[src/rtl/mem_access_unit_pkg.sv]
// mem_access_unit_pkg: shared core widths, alignment mask and MEM-stage FSM states
package mem_access_unit_pkg;
  localparam int XLEN = 64;
  localparam int RD_W = 5;
  localparam logic [2:0] ALIGN_MASK = 3'b111;
  typedef enum logic [1:0] {IDLE, WAIT, DONE} state_t;
endpackage

[src/rtl/mem_access_unit_wb_reg.sv]
// mem_wb_reg: MEM/WB pipeline register; a bubble clears the bank like reset does
module mem_wb_reg #(
  parameter int XLEN = mem_access_unit_pkg::XLEN,
  parameter int RD_W = mem_access_unit_pkg::RD_W
) (
  input  logic            clk,
  input  logic            reset,
  input  logic            i_bubble,
  input  logic            i_mem_to_reg,
  input  logic            i_reg_write_en,
  input  logic [RD_W-1:0] i_rd,
  input  logic [XLEN-1:0] i_alu_out,
  input  logic [XLEN-1:0] i_read_data,
  output logic            o_mem_to_reg,
  output logic            o_reg_write_en,
  output logic [RD_W-1:0] o_rd,
  output logic [XLEN-1:0] o_alu_out,
  output logic [XLEN-1:0] o_read_data
);
  always_ff @(posedge clk)
    if (!reset || i_bubble) begin
      o_mem_to_reg   <= 1'b0;
      o_reg_write_en <= 1'b0;
      o_rd           <= '0;
      o_alu_out      <= '0;
      o_read_data    <= '0;
    end else begin
      o_mem_to_reg   <= i_mem_to_reg;
      o_reg_write_en <= i_reg_write_en;
      o_rd           <= i_rd;
      o_alu_out      <= i_alu_out;
      o_read_data    <= i_read_data;
    end
endmodule

[src/rtl/mem_access_unit.sv]
// mem_access_unit: MEM-stage load/store unit with req/ready data-memory handshake and MEM/WB register
module mem_access_unit #(
  parameter int XLEN = mem_access_unit_pkg::XLEN,
  parameter int RD_W = mem_access_unit_pkg::RD_W
) (
  input  logic            clk,
  input  logic            reset,
  input  logic            mem_to_reg,
  input  logic            reg_write_en,
  input  logic            mem_read,
  input  logic            mem_write,
  input  logic [XLEN-1:0] alu_out,
  input  logic [XLEN-1:0] data,
  input  logic [RD_W-1:0] rd,
  output logic            dmem_req,
  output logic            dmem_we,
  output logic [XLEN-1:0] dmem_addr,
  output logic [XLEN-1:0] dmem_wdata,
  input  logic            dmem_ready,
  input  logic [XLEN-1:0] dmem_rdata,
  output logic            stall,
  output logic            mem_err,
  output logic            mem_to_reg_out,
  output logic            reg_write_en_out,
  output logic [RD_W-1:0] rd_out,
  output logic [XLEN-1:0] alu_out_out,
  output logic [XLEN-1:0] read_data_out
);
  import mem_access_unit_pkg::*;
  state_t r_state, w_next;
  logic r_req, r_we, r_mem_err;
  logic [XLEN-1:0] r_addr, r_wdata, r_rdata;
  logic w_acc, w_aligned, w_load, w_issue, w_mis, w_done;
  assign w_acc     = mem_read | mem_write;
  assign w_aligned = (alu_out[2:0] & ALIGN_MASK) == 3'b000;
  assign w_load    = mem_read & ~mem_write;
  always_comb begin
    w_issue = (r_state == IDLE) & w_acc & w_aligned;
    w_mis   = (r_state == IDLE) & w_acc & ~w_aligned;
    w_done  = (r_state == WAIT) & dmem_ready;
    stall   = w_issue | (r_state == WAIT);
    w_next  = (w_issue || (r_state == WAIT && !dmem_ready)) ? WAIT : w_done ? DONE : IDLE;
  end
  // DONE always falls back to IDLE without looking at acc, so the held instruction never re-issues
  always_ff @(posedge clk)
    if (!reset) begin
      r_state   <= IDLE;
      r_req     <= 1'b0;
      r_we      <= 1'b0;
      r_addr    <= '0;
      r_wdata   <= '0;
      r_rdata   <= '0;
      r_mem_err <= 1'b0;
    end else begin
      r_state   <= w_next;
      r_mem_err <= w_mis;
      if (w_issue) begin
        r_req   <= 1'b1;
        r_we    <= mem_write;
        r_addr  <= alu_out;
        r_wdata <= data;
      end else if (w_done) r_req <= 1'b0;
      if (w_done && !r_we) r_rdata <= dmem_rdata;
    end
  assign dmem_req   = r_req;
  assign dmem_we    = r_we;
  assign dmem_addr  = r_addr;
  assign dmem_wdata = r_wdata;
  assign mem_err    = r_mem_err;
  mem_wb_reg #(.XLEN(XLEN), .RD_W(RD_W)) u_wb (
    .clk            (clk),
    .reset          (reset),
    .i_bubble       (stall | w_mis),
    .i_mem_to_reg   (mem_to_reg),
    .i_reg_write_en (reg_write_en),
    .i_rd           (rd),
    .i_alu_out      (alu_out),
    .i_read_data    (w_load ? r_rdata : '0),
    .o_mem_to_reg   (mem_to_reg_out),
    .o_reg_write_en (reg_write_en_out),
    .o_rd           (rd_out),
    .o_alu_out      (alu_out_out),
    .o_read_data    (read_data_out)
  );
endmodule

[config.mk]
export PLATFORM = sky130hd
export DESIGN_NAME = mem_access_unit
export DESIGN_NICKNAME = d
export VERILOG_FILES = /design/src/rtl/mem_access_unit_pkg.sv /design/src/rtl/mem_access_unit_wb_reg.sv /design/src/rtl/mem_access_unit.sv
export SDC_FILE = /design/constraint.sdc
export NUM_CORES = 1
export LEC_CHECK = 0
export ABC_AREA = 1
export CAP_MARGIN = 5
export CORE_AREA = 2 2 182 184
export DETAILED_ROUTE_END_ITERATION = 8
export DIE_AREA = 0 0 184 186
export PLACE_DENSITY = 0.83
export SETUP_SLACK_MARGIN = 0.1
export SLEW_MARGIN = 20
export SYNTH_ARGS = -nofsm -noshare
export SYNTH_HDL_FRONTEND = slang
export SYNTH_SLANG_ARGS = --single-unit
[constraint.sdc]
create_clock -name clk -period 1.3 [get_ports clk]
set_input_delay 0.325 -clock clk [delete_from_list [all_inputs] [get_ports clk]]
set_output_delay 0.325 -clock clk [all_outputs]
set_load 0.02 [all_outputs]
==> results of run 1 <==
==> layout make-up <==
cell class | count | area share (%)
Clock buffer | 57 | 5.07
Clock inverter | 7 | 0.388
Sequential cell | 332 | 31.8
Multi-Input combinational cell | 923 | 21.4
Tap cell | 408 | 2.33
Inverter | 209 | 3.59
Timing Repair Buffer | 628 | 35.4
==> stage by stage <==
step	hold slack (ns)	util, %
3_5_place_dp	0.415	53.6
4_1_cts	0.135	62.5
3_3_place_gp	0.412	53.6
2_1_floorplan	0.409	-
5_1_grt	0.194	68.1
6_report	0.199	68.1
==> synthesized netlist by cell type <==
| cell | number | area, um2 |
|---|---|---|
| nor2_1 | 522 | 1960 |
| dfxtp_1 | 332 | 6650 |
| inv_1 | 206 | 773 |
| nand2_1 | 199 | 747 |
| nand3_1 | 127 | 636 |
| nand3b_1 | 64 | 480 |
| buf_2 | 47 | 235 |
| clkbuf_1 | 21 | 78.8 |
| buf_1 | 15 | 56.3 |
| buf_4 | 9 | 67.6 |
| inv_2 | 3 | 11.3 |
| nor2_4 | 3 | 33.8 |
| a21oi_1 | 2 | 10.0 |
| nor2_2 | 2 | 12.5 |
| nand4_2 | 1 | 12.5 |
| nor3_1 | 1 | 5.00 |
| o21ai_1 | 1 | 5.00 |
==> worst reg2reg max path, cell delays in order (launching register included) <==
cell	delay, ns
dfxtp_2	0.36
inv_2	0.06
nand2_4	0.07
nor2_4	0.04
buf_4	0.14
buf_6	0.11
buf_12	0.14
buf_8	0.13
bufbuf_16	0.27
nand3_1	0.10
nand2_1	0.08
nor2_1	0.15
==> power groups by stage <==
stage	clock network (mW)	logic (mW)	registers, mW
after detailed placement	0	2.85	10.9
after global placement	0	2.81	10.8
final	10.3	4.10	10.8
after global routing	10.8	4.29	10.8
after floorplan	0	0.962	11.2
after CTS	10.3	3.37	10.7
==> kinds of logic (layout without fill, tap and decap cells) <==
family,after synthesis,count (layout)
buffers and inverters,301,901
AO/OA/AOI/OAI,3,3
flip-flops,332,332
AND/OR/NAND/NOR,919,920
==> routing by layer <==
metal | share of wire, % | GRT usage, % | wire, um
met2 | 49 | 44.1 | 25800
met5 | 0 | 0 | 0
met4 | 7.2 | 11.7 | 3800
met3 | 9.7 | 7.28 | 5070
met1 | 34 | 24.9 | 17700
==> worst paths after layout <==
path / slack, ns / cells past startpoint / endpoint
max: -0.46 / 11 / dmem_addr[4]
min: 0.20 / 4 / r_state[1]
max reg2reg: -0.42 / 11 / dmem_addr[4]
min reg2reg: 0.43 / 2 / u_wb.o_read_data[46]
==> repair_timing <==
item	CTS	global route
setup buffers	26	22
setup endpoints to repair	592	594
cloned	22	35
pin swaps	2	114
gates resized for setup	1863	282
==> impl_metrics.yaml, run 1 <==
sta:
  relSlewSlack_pct: 77.1
  fmax_mhz: 569
  hold_viol_final: 0
  rsz0062_at_grt: "true"
  setup_viol_count_final: 380
  fin_crit_sh_pct: 135
  fin_setup_tns_ns: -87.49
  report.final.slew_viol_count: 0
  timing.final.crit_period_ns: 1.76
  worstMarginPinSlew_ns: 0.343
  fin_ws_ns: -0.459
  fin_skew_ns: 0.0103
clocking:
  cts-buffers-inserted: 36
  clk_pin_slew_ns: 0.06
  clock-sinks: 332
  cts.root.buffer_cell: "clkbuf_16"
  hold_buffers: 0
  h-tree-depth: 2
  worst_skew_pair.late_latency_ns: 0.52
  clock_path_buffers: 3
  cts_tree: "done"
power_and_ir_drop:
  power_mw: 25.2
  seq_power_share_pct: 42.7
  sw_frac_of_total_pct: 25.4
  internal_power_mw: 18.8
  p_per_area_mw_per_mm2: 1150
  p_leak_nw: 9.73
  power_switching_mw: 6.41
  pwr-share-clk_pct: 41.0
  ir_drop_mv: 1.12
  share_comb_of_total_power_pct: 16.3
cells_and_area:
  diodes: 0
  final_cell_mix: "368 x nor2_1, 281 x buf_6, 259 x dfxtp_2"
  nFillCells: 2050
  nets: 2334
  area_growth_syn_to_layout_pct: 86.5
  drive_gt1_share_pct: 44.3
  regArea_mm2: 0.00697
  final_cell_area_mm2: 0.0219
  final_common_cell: "nor2_1"
  multiInputGateArea_mm2: 0.00470
  final_cells: 2564
placed_design:
  globalplace.congestion: 0.869
  hpwl_mm: 25.9
  dpl_worst_slack_ns: -0.953
  dpl-instance-area_mm2: 0.0173
  dp.cells: 2400
  io_buffer_count: 470
die:
  initial_core_util_pct: 36.5
  die_w_um: 184
  die-area_mm2: 0.0342
  core-area_mm2: 0.0322
  placementRows: 66
  die-height_um: 186
  num_io_pins: 471
critical_path:
  cp_num_buf_inv: 6
  crit_required_ns: 1.73
  worstPathMaxFanout: 9
  crit_start: "mem_write"
  crit_path_frequent_cell: "nor2_1"
  slowest_delay_ns: 0.45
  path_class: "in -> reg"
  critPathTopFamily: "buffers and inverters"
  worstSetupStartpointType: "primary input"
  timing.rr.start: "r_state[0]"
  crit_chain: "clkdlybuf4s50_1 -> nor2_1 -> nor2_4 -> buf_4 -> buf_6 -> buf_12 -> buf_8 -> bufbuf_16 -> nand3_1 -> nand2_1 -> nor2_1"
  cp_slowest_cell: "clkdlybuf4s50_1"
  critPathArrivalTime_ns: 2.19
  cp-end-kind: "register"
run_status:
  violations: "negative setup slack"
  outcome: "complete, but fails checks"
flow_run:
  cap_violations: 0
detailed_routing:
  via_per_inst: 5.04
  wl_per_cell_um: 20.4
  drt-total-wl_mm: 52.4
  vias: 12900
  post-route-drc-count: 0
  first_iter_violations: 764
  ant_nets: 0
  first_pass_iters: 7
logic_synthesis:
  synthAdderAreaFrac_pct: 0
  yosys.area_share.simple_pct: 33.0
  synth-xor-area-share_pct: 0
  synth_nets: 1759
  synth_top_family_by_area: "simple AND/OR/NAND/NOR gates"
  synth_area_mm2: 0.0118
  synth_compound_area_share_pct: 0.128
  ys_seq_area_share_pct: 56.5
  synthMuxAreaShare_pct: 0
  yosysUniqueCellTypes: 17
  ys_ff_latch: 332
  postSynthCellCount: 1555
  postSynthAreaPerCell_um2: 7.57
  yosysWarningCount: 0
global_routing:
  grt_pass1_wl_mm: 64.0
  grt_pass1_vias: 12200
  grt_use_total_pct: 24.0
  grt_max_degree: 65
  grt_overflow: 0
  antenna_found_initial: 0
min_path:
  holdCritStartpoint: "reset"
  hp-class: "in -> reg"
Power figures use the tool's default switching activity.
==> run 2: changes to the inputs <==
--- a/config.mk
+++ b/config.mk
@@ -11,8 +11,9 @@
 export DETAILED_ROUTE_END_ITERATION = 8
 export DIE_AREA = 0 0 184 186
 export PLACE_DENSITY = 0.83
+export REMOVE_ABC_BUFFERS = 1
 export SETUP_SLACK_MARGIN = 0.1
-export SLEW_MARGIN = 20
+export SLEW_MARGIN = 25
 export SYNTH_ARGS = -nofsm -noshare
 export SYNTH_HDL_FRONTEND = slang
 export SYNTH_SLANG_ARGS = --single-unit
==> run 2 against run 1 <==
  * The flow still finishes with violations (negative setup slack)
  * Critical endpoint is now dmem_wdata[7]
  * Cell count down 2.0%
  * Power decreased by 3.3%
  * Non-clock buffer count is 48 lower
  * Sequential share of layout area rose by 3.0 points
  * Clock-buffer cell count shrank 10
==> impl_metrics.yaml, run 2 (same netlist as run 1, synthesis figures left out) <==
run_status:
  outcome: "complete, but fails checks"
  violations: "negative setup slack"
global_routing:
  grt_pass1_wl_mm: 60.1
  grt_use_total_pct: 22.3
  antenna_found_initial: 0
  grt_overflow: 0
  grt_pass1_vias: 11600
  grt_max_degree: 100
die:
  die_w_um: 184
  placementRows: 66
  core-area_mm2: 0.0322
  initial_core_util_pct: 36.5
  die-height_um: 186
  die-area_mm2: 0.0342
  num_io_pins: 471
clocking:
  clk_pin_slew_ns: 0.06
  h-tree-depth: 2
  cts-buffers-inserted: 35
  worst_skew_pair.late_latency_ns: 0.51
  cts_tree: "done"
  clock-sinks: 332
  cts.root.buffer_cell: "clkbuf_16"
  clock_path_buffers: 3
critical_path:
  crit_required_ns: 1.72
  critPathArrivalTime_ns: 2.10
  worstPathMaxFanout: 8
  regToRegEndpoint: "dmem_wdata[7]"
  timing.rr.start: "r_state[1]"
  worstSetupStartpointType: "register"
  rrSetupSlack_ns: -0.38
  cp-end-kind: "register"
  worst_r2r_path_depth: 10
  path_class: "reg -> reg"
min_path:
  holdCritStartpoint: "reset"
  hold_end: "dmem_req"
  whs_path_depth: 4
  hp-class: "in -> reg"
sta:
  rsz0062_at_grt: "true"
  worstMarginPinSlew_ns: 0.493
  fin_crit_sh_pct: 129
  fmax_mhz: 595
  fin_skew_ns: 0.0124
  report.final.slew_viol_count: 0
  hold_viol_final: 0
  fin_ws_ns: -0.381
  timing.final.crit_period_ns: 1.68
  holdWs_ns: 0.247
  setup_viol_count_final: 355
  relSlewSlack_pct: 67.2
placed_design:
  hpwl_mm: 26.9
  globalplace.congestion: 0.869
  dpl_worst_slack_ns: -0.791
  io_buffer_count: 470
power_and_ir_drop:
  sw_frac_of_total_pct: 24.8
  p_leak_nw: 9.04
  pwr-share-clk_pct: 42.5
  internal_power_mw: 18.3
  p_per_area_mw_per_mm2: 1220
  seq_power_share_pct: 44.1
  power_switching_mw: 6.03
  power_mw: 24.3
  ir_drop_mv: 1.15
  share_comb_of_total_power_pct: 13.4
cells_and_area:
  final_cell_mix: "495 x nor2_1, 275 x buf_6, 253 x dfxtp_2"
  drive_gt1_share_pct: 34.8
  regArea_mm2: 0.00697
  nFillCells: 2348
  final_common_cell: "nor2_1"
  area_growth_syn_to_layout_pct: 70.2
  nets: 2284
  multiInputGateArea_mm2: 0.00405
  final_core_util_pct: 62.2
detailed_routing:
  first_pass_iters: 5
  drt-total-wl_mm: 46.0
  first_iter_violations: 764
  wl_per_cell_um: 18.3
  vias: 12300
  via_per_inst: 4.90
  post-route-drc-count: 0
  ant_nets: 0
flow_run:
  cap_violations: 0
## run 2: cell types whose count changed in the layout (fill, tap and decap cells not counted), sizes merged
cell      change
bufbuf        -2
diode         +1
clkbuf       -21
clkinv        +2
clkinvlp      +2
bufinv        +2
nand2         -1
buf          -35
## run 2: how the worst max path moves through the flow
stage                     from             to  slack, ns  depth (start not counted)
finish              r_state[1]  dmem_wdata[7]      -0.38                         10
global route        r_state[1]  dmem_wdata[7]      -0.44                         10
CTS                 r_state[1]          stall      -0.36                          6
detailed placement  alu_out[1]          stall      -0.79                          7
global placement    alu_out[2]          stall      -0.75                          7
floorplan           alu_out[2]          stall      -1.89                          5
## run 2: power groups by stage
stage	Combinational [mW]	Sequential, mW	Clock (mW)
6_report	3.26	10.7	10.3
5_1_grt	3.47	10.8	10.8
4_1_cts	3.01	10.7	10.4
3_5_place_dp	2.87	10.9	0
3_3_place_gp	2.83	10.8	0
2_1_floorplan	0.834	11.2	0
## run 2: timing repair
item,in CTS,in global routing
gates cloned,1,22
resized for setup,1791,80
pin swaps,5,84
hold buffers,0,0
endpoints found under the setup margin,592,594
buffers inserted,8,13
## run 2: per-layer routing
layer / track usage (%) / wire length [um]
met5: 0 / 0
met1: 23.3 / 15400
met3: 7.63 / 5070
met2: 40.6 / 23000
met4: 9.60 / 2520
## run 2: cell type report
type | instances | share of cell area, %
clock buffer | 47 | 5.11
inverter | 209 | 3.93
tap | 408 | 2.55
antenna | 1 | 0.0125
clock inverter | 13 | 0.737
multi-input combinational | 922 | 20.2
sequential | 332 | 34.8
timing repair buffer | 580 | 32.7
## run 2: critical path: stages, from the launching register on
cell and delay (ns):
dfxtp_2 0.33, buf_4 0.15, nor2_4 0.10, o21ai_1 0.08
buf_4 0.15, nor2_4 0.13, buf_12 0.14, buf_16 0.16
buf_16 0.14, nor2_1 0.05, nor2_1 0.14
## run 2: through the flow
step,area (um2),TNS (ns),instances
final,20000,-73.56,2512
after global routing,20000,-94.66,2511
after CTS,19200,-43.88,2476
after detailed placement,17200,-155.40,2407
after global placement,17200,-144.52,2407
after floorplan,11300,-299.41,1463
==> run 3: changes to the inputs <==
--- a/config.mk
+++ b/config.mk
@@ -10,10 +10,11 @@
 export CORE_AREA = 2 2 182 184
 export DETAILED_ROUTE_END_ITERATION = 8
 export DIE_AREA = 0 0 184 186
-export PLACE_DENSITY = 0.83
+export PLACE_DENSITY = 0.72
 export REMOVE_ABC_BUFFERS = 1
 export SETUP_SLACK_MARGIN = 0.1
 export SLEW_MARGIN = 25
 export SYNTH_ARGS = -nofsm -noshare
 export SYNTH_HDL_FRONTEND = slang
 export SYNTH_SLANG_ARGS = --single-unit
+export TNS_END_PERCENT = 5
==> run 3 against run 2 <==
  * The flow still finishes with violations (negative setup slack)
  * Core utilization shrank 2.2 points
  * Sequential power about the same
  * Non-clock buffer count shrank 34
  * Critical path depth fell by 4
  * Clock-buffer cell count increased by 1
  * Cell count decreased by 1.5%
  * Flip-flop and latch count unchanged
  * Register-to-register slack gained 0.14 ns
  * Global-route usage shrank 1.4 points
  * Clock skew up 0.0071 ns
  * Power shrank 3.5%
  * Combinational power down 6%
  * Critical endpoint is now stall
==> impl_metrics.yaml, run 3 (same netlist as run 1, synthesis figures left out) <==
critical_path:
  timing.rr.start: "r_state[1]"
  worst_r2r_path_depth: 10
  worstSetupStartpointType: "register"
  worstPathMaxFanout: 2
  rrSetupSlack_ns: -0.24
  cp-end-kind: "output pin"
  regToRegEndpoint: "r_rdata[57]"
  path_class: "reg -> out"
  critPathArrivalTime_ns: 1.30
  crit_required_ns: 0.98
  crit_start: "r_state[1]"
sta:
  fin_skew_ns: 0.0195
  hold_viol_final: 0
  relSlewSlack_pct: 67.4
  worstMarginPinSlew_ns: 0.490
  holdWs_ns: 0.183
  setup_viol_count_final: 348
  timing.final.crit_period_ns: 1.63
  rsz0062_at_grt: "true"
  report.final.slew_viol_count: 0
  fin_crit_sh_pct: 125
  fmax_mhz: 614
  fin_ws_ns: -0.328
placed_design:
  dpl-instance-area_mm2: 0.0171
  globalplace.congestion: 0.836
  io_buffer_count: 470
  hpwl_mm: 26.4
power_and_ir_drop:
  power_mw: 23.5
  ir_drop_mv: 1.08
  p_leak_nw: 8.71
  p_per_area_mw_per_mm2: 1220
cells_and_area:
  final_common_cell: "nor2_1"
  nets: 2251
  nFillCells: 2681
  multiInputGateArea_mm2: 0.00398
  diodes: 0
  final_cell_area_mm2: 0.0193
  area_growth_syn_to_layout_pct: 64.2
  final_cell_mix: "519 x nor2_1, 241 x buf_6, 204 x inv_1"
  regArea_mm2: 0.00688
  drive_gt1_share_pct: 28.6
global_routing:
  use_met2_pct: 37.2
  grt_use_total_pct: 20.9
  busiest_layer: "met2"
  grt_pass1_vias: 10900
  grt_max_degree: 103
  grtUsageMet3_pct: 6.40
  grt_overflow: 0
  grt_pass1_wl_mm: 56.9
  antenna_found_initial: 2
  grtUsageMet1_pct: 23.8
clocking:
  clock-sinks: 332
  hold_buffers: 0
  cts-buffers-inserted: 36
  cts.root.buffer_cell: "clkbuf_16"
  clk_pin_slew_ns: 0.06
  cts_tree: "done"
  clock_path_buffers: 3
  worst_skew_pair.late_latency_ns: 0.51
  h-tree-depth: 2
die:
  core-area_mm2: 0.0322
  die-area_mm2: 0.0342
  die-height_um: 186
  placementRows: 66
  num_io_pins: 471
  die_w_um: 184
  initial_core_util_pct: 36.5
detailed_routing:
  via_per_inst: 4.63
  first_iter_violations: 499
  drt-total-wl_mm: 40.9
  post-route-drc-count: 0
  ant_nets: 0
  first_pass_iters: 6
  vias: 11500
  wl_per_cell_um: 16.5
flow_run:
  cap_violations: 0
min_path:
  hold_end: "r_state[1]"
  whs_path_depth: 4
  hp-class: "in -> reg"
  holdCritStartpoint: "reset"
run_status:
  violations: "negative setup slack"
  outcome: "complete, but fails checks"
[run 3: cell count changes in the layout (fill, tap and decap cells not counted), sizes merged]
cell,change
clkbuf,+6
bufbuf,-1
bufinv,-1
dlygate4sd2,+8
buf,-47
clkdlybuf4s15,+1
diode,-1
clkinvlp,-2
[run 3: power by group]
group          internal [mW]  switching (mW)
Clock                   5.70            4.00
Sequential              10.5           0.191
Combinational           1.57            1.51
Total                   17.8            5.70
[run 3: worst max-delay path, stage by stage, from the launching register on]
cell and delay, ns:
dfxtp_2 0.33, inv_2 0.08, nand2_4 0.07, nor2_4 0.09, nand2_2 0.06, nand2_2 0.06
buf_6 0.11
[run 3: metal layers]
layer / up-vias / part of all wire (%)
met2: 498 / 49
li1: 5602 / -
met4: 4 / 3.3
met1: 5256 / 38
met5: - / 0.054
met3: 95 / 9.3
[run 3: layout make-up]
cell class	count	area share (%)
Inverter	209	4.07
Clock inverter	10	0.531
Multi-Input combinational cell	922	20.6
Tap cell	408	2.64
Clock buffer	48	5.11
Sequential cell	332	35.6
Timing Repair Buffer	546	31.5
[run 3: timing repair]
action / CTS / global route
hold endpoints to repair: 0 / 0
buffers inserted: 8 / 7
endpoints found under the setup margin: 593 / 598
resized for setup: 1047 / 628
cloned: 0 / 18
pin swaps: 3 / 46
[run 3: through the flow]
| step | std cells | utilization (%) | setup TNS, ns | setup WS [ns] |
|---|---|---|---|---|
| after floorplan | 1463 | - | -299.41 | -1.89 |
| after global placement | 2389 | 53.0 | -148.47 | -0.777 |
| after detailed placement | 2389 | 53.0 | -150.87 | -0.769 |
| after CTS | 2455 | 57.2 | -47.97 | -0.367 |
| after global routing | 2475 | 60.0 | -63.72 | -0.381 |
| final | 2475 | 60.0 | -41.19 | -0.328 |
[run 3: worst max-delay path by stage]
stage	slack, ns	end
2_1_floorplan	-1.89	stall
3_3_place_gp	-0.78	stall
3_5_place_dp	-0.77	stall
4_1_cts	-0.37	stall
5_1_grt	-0.38	stall
6_report	-0.33	stall
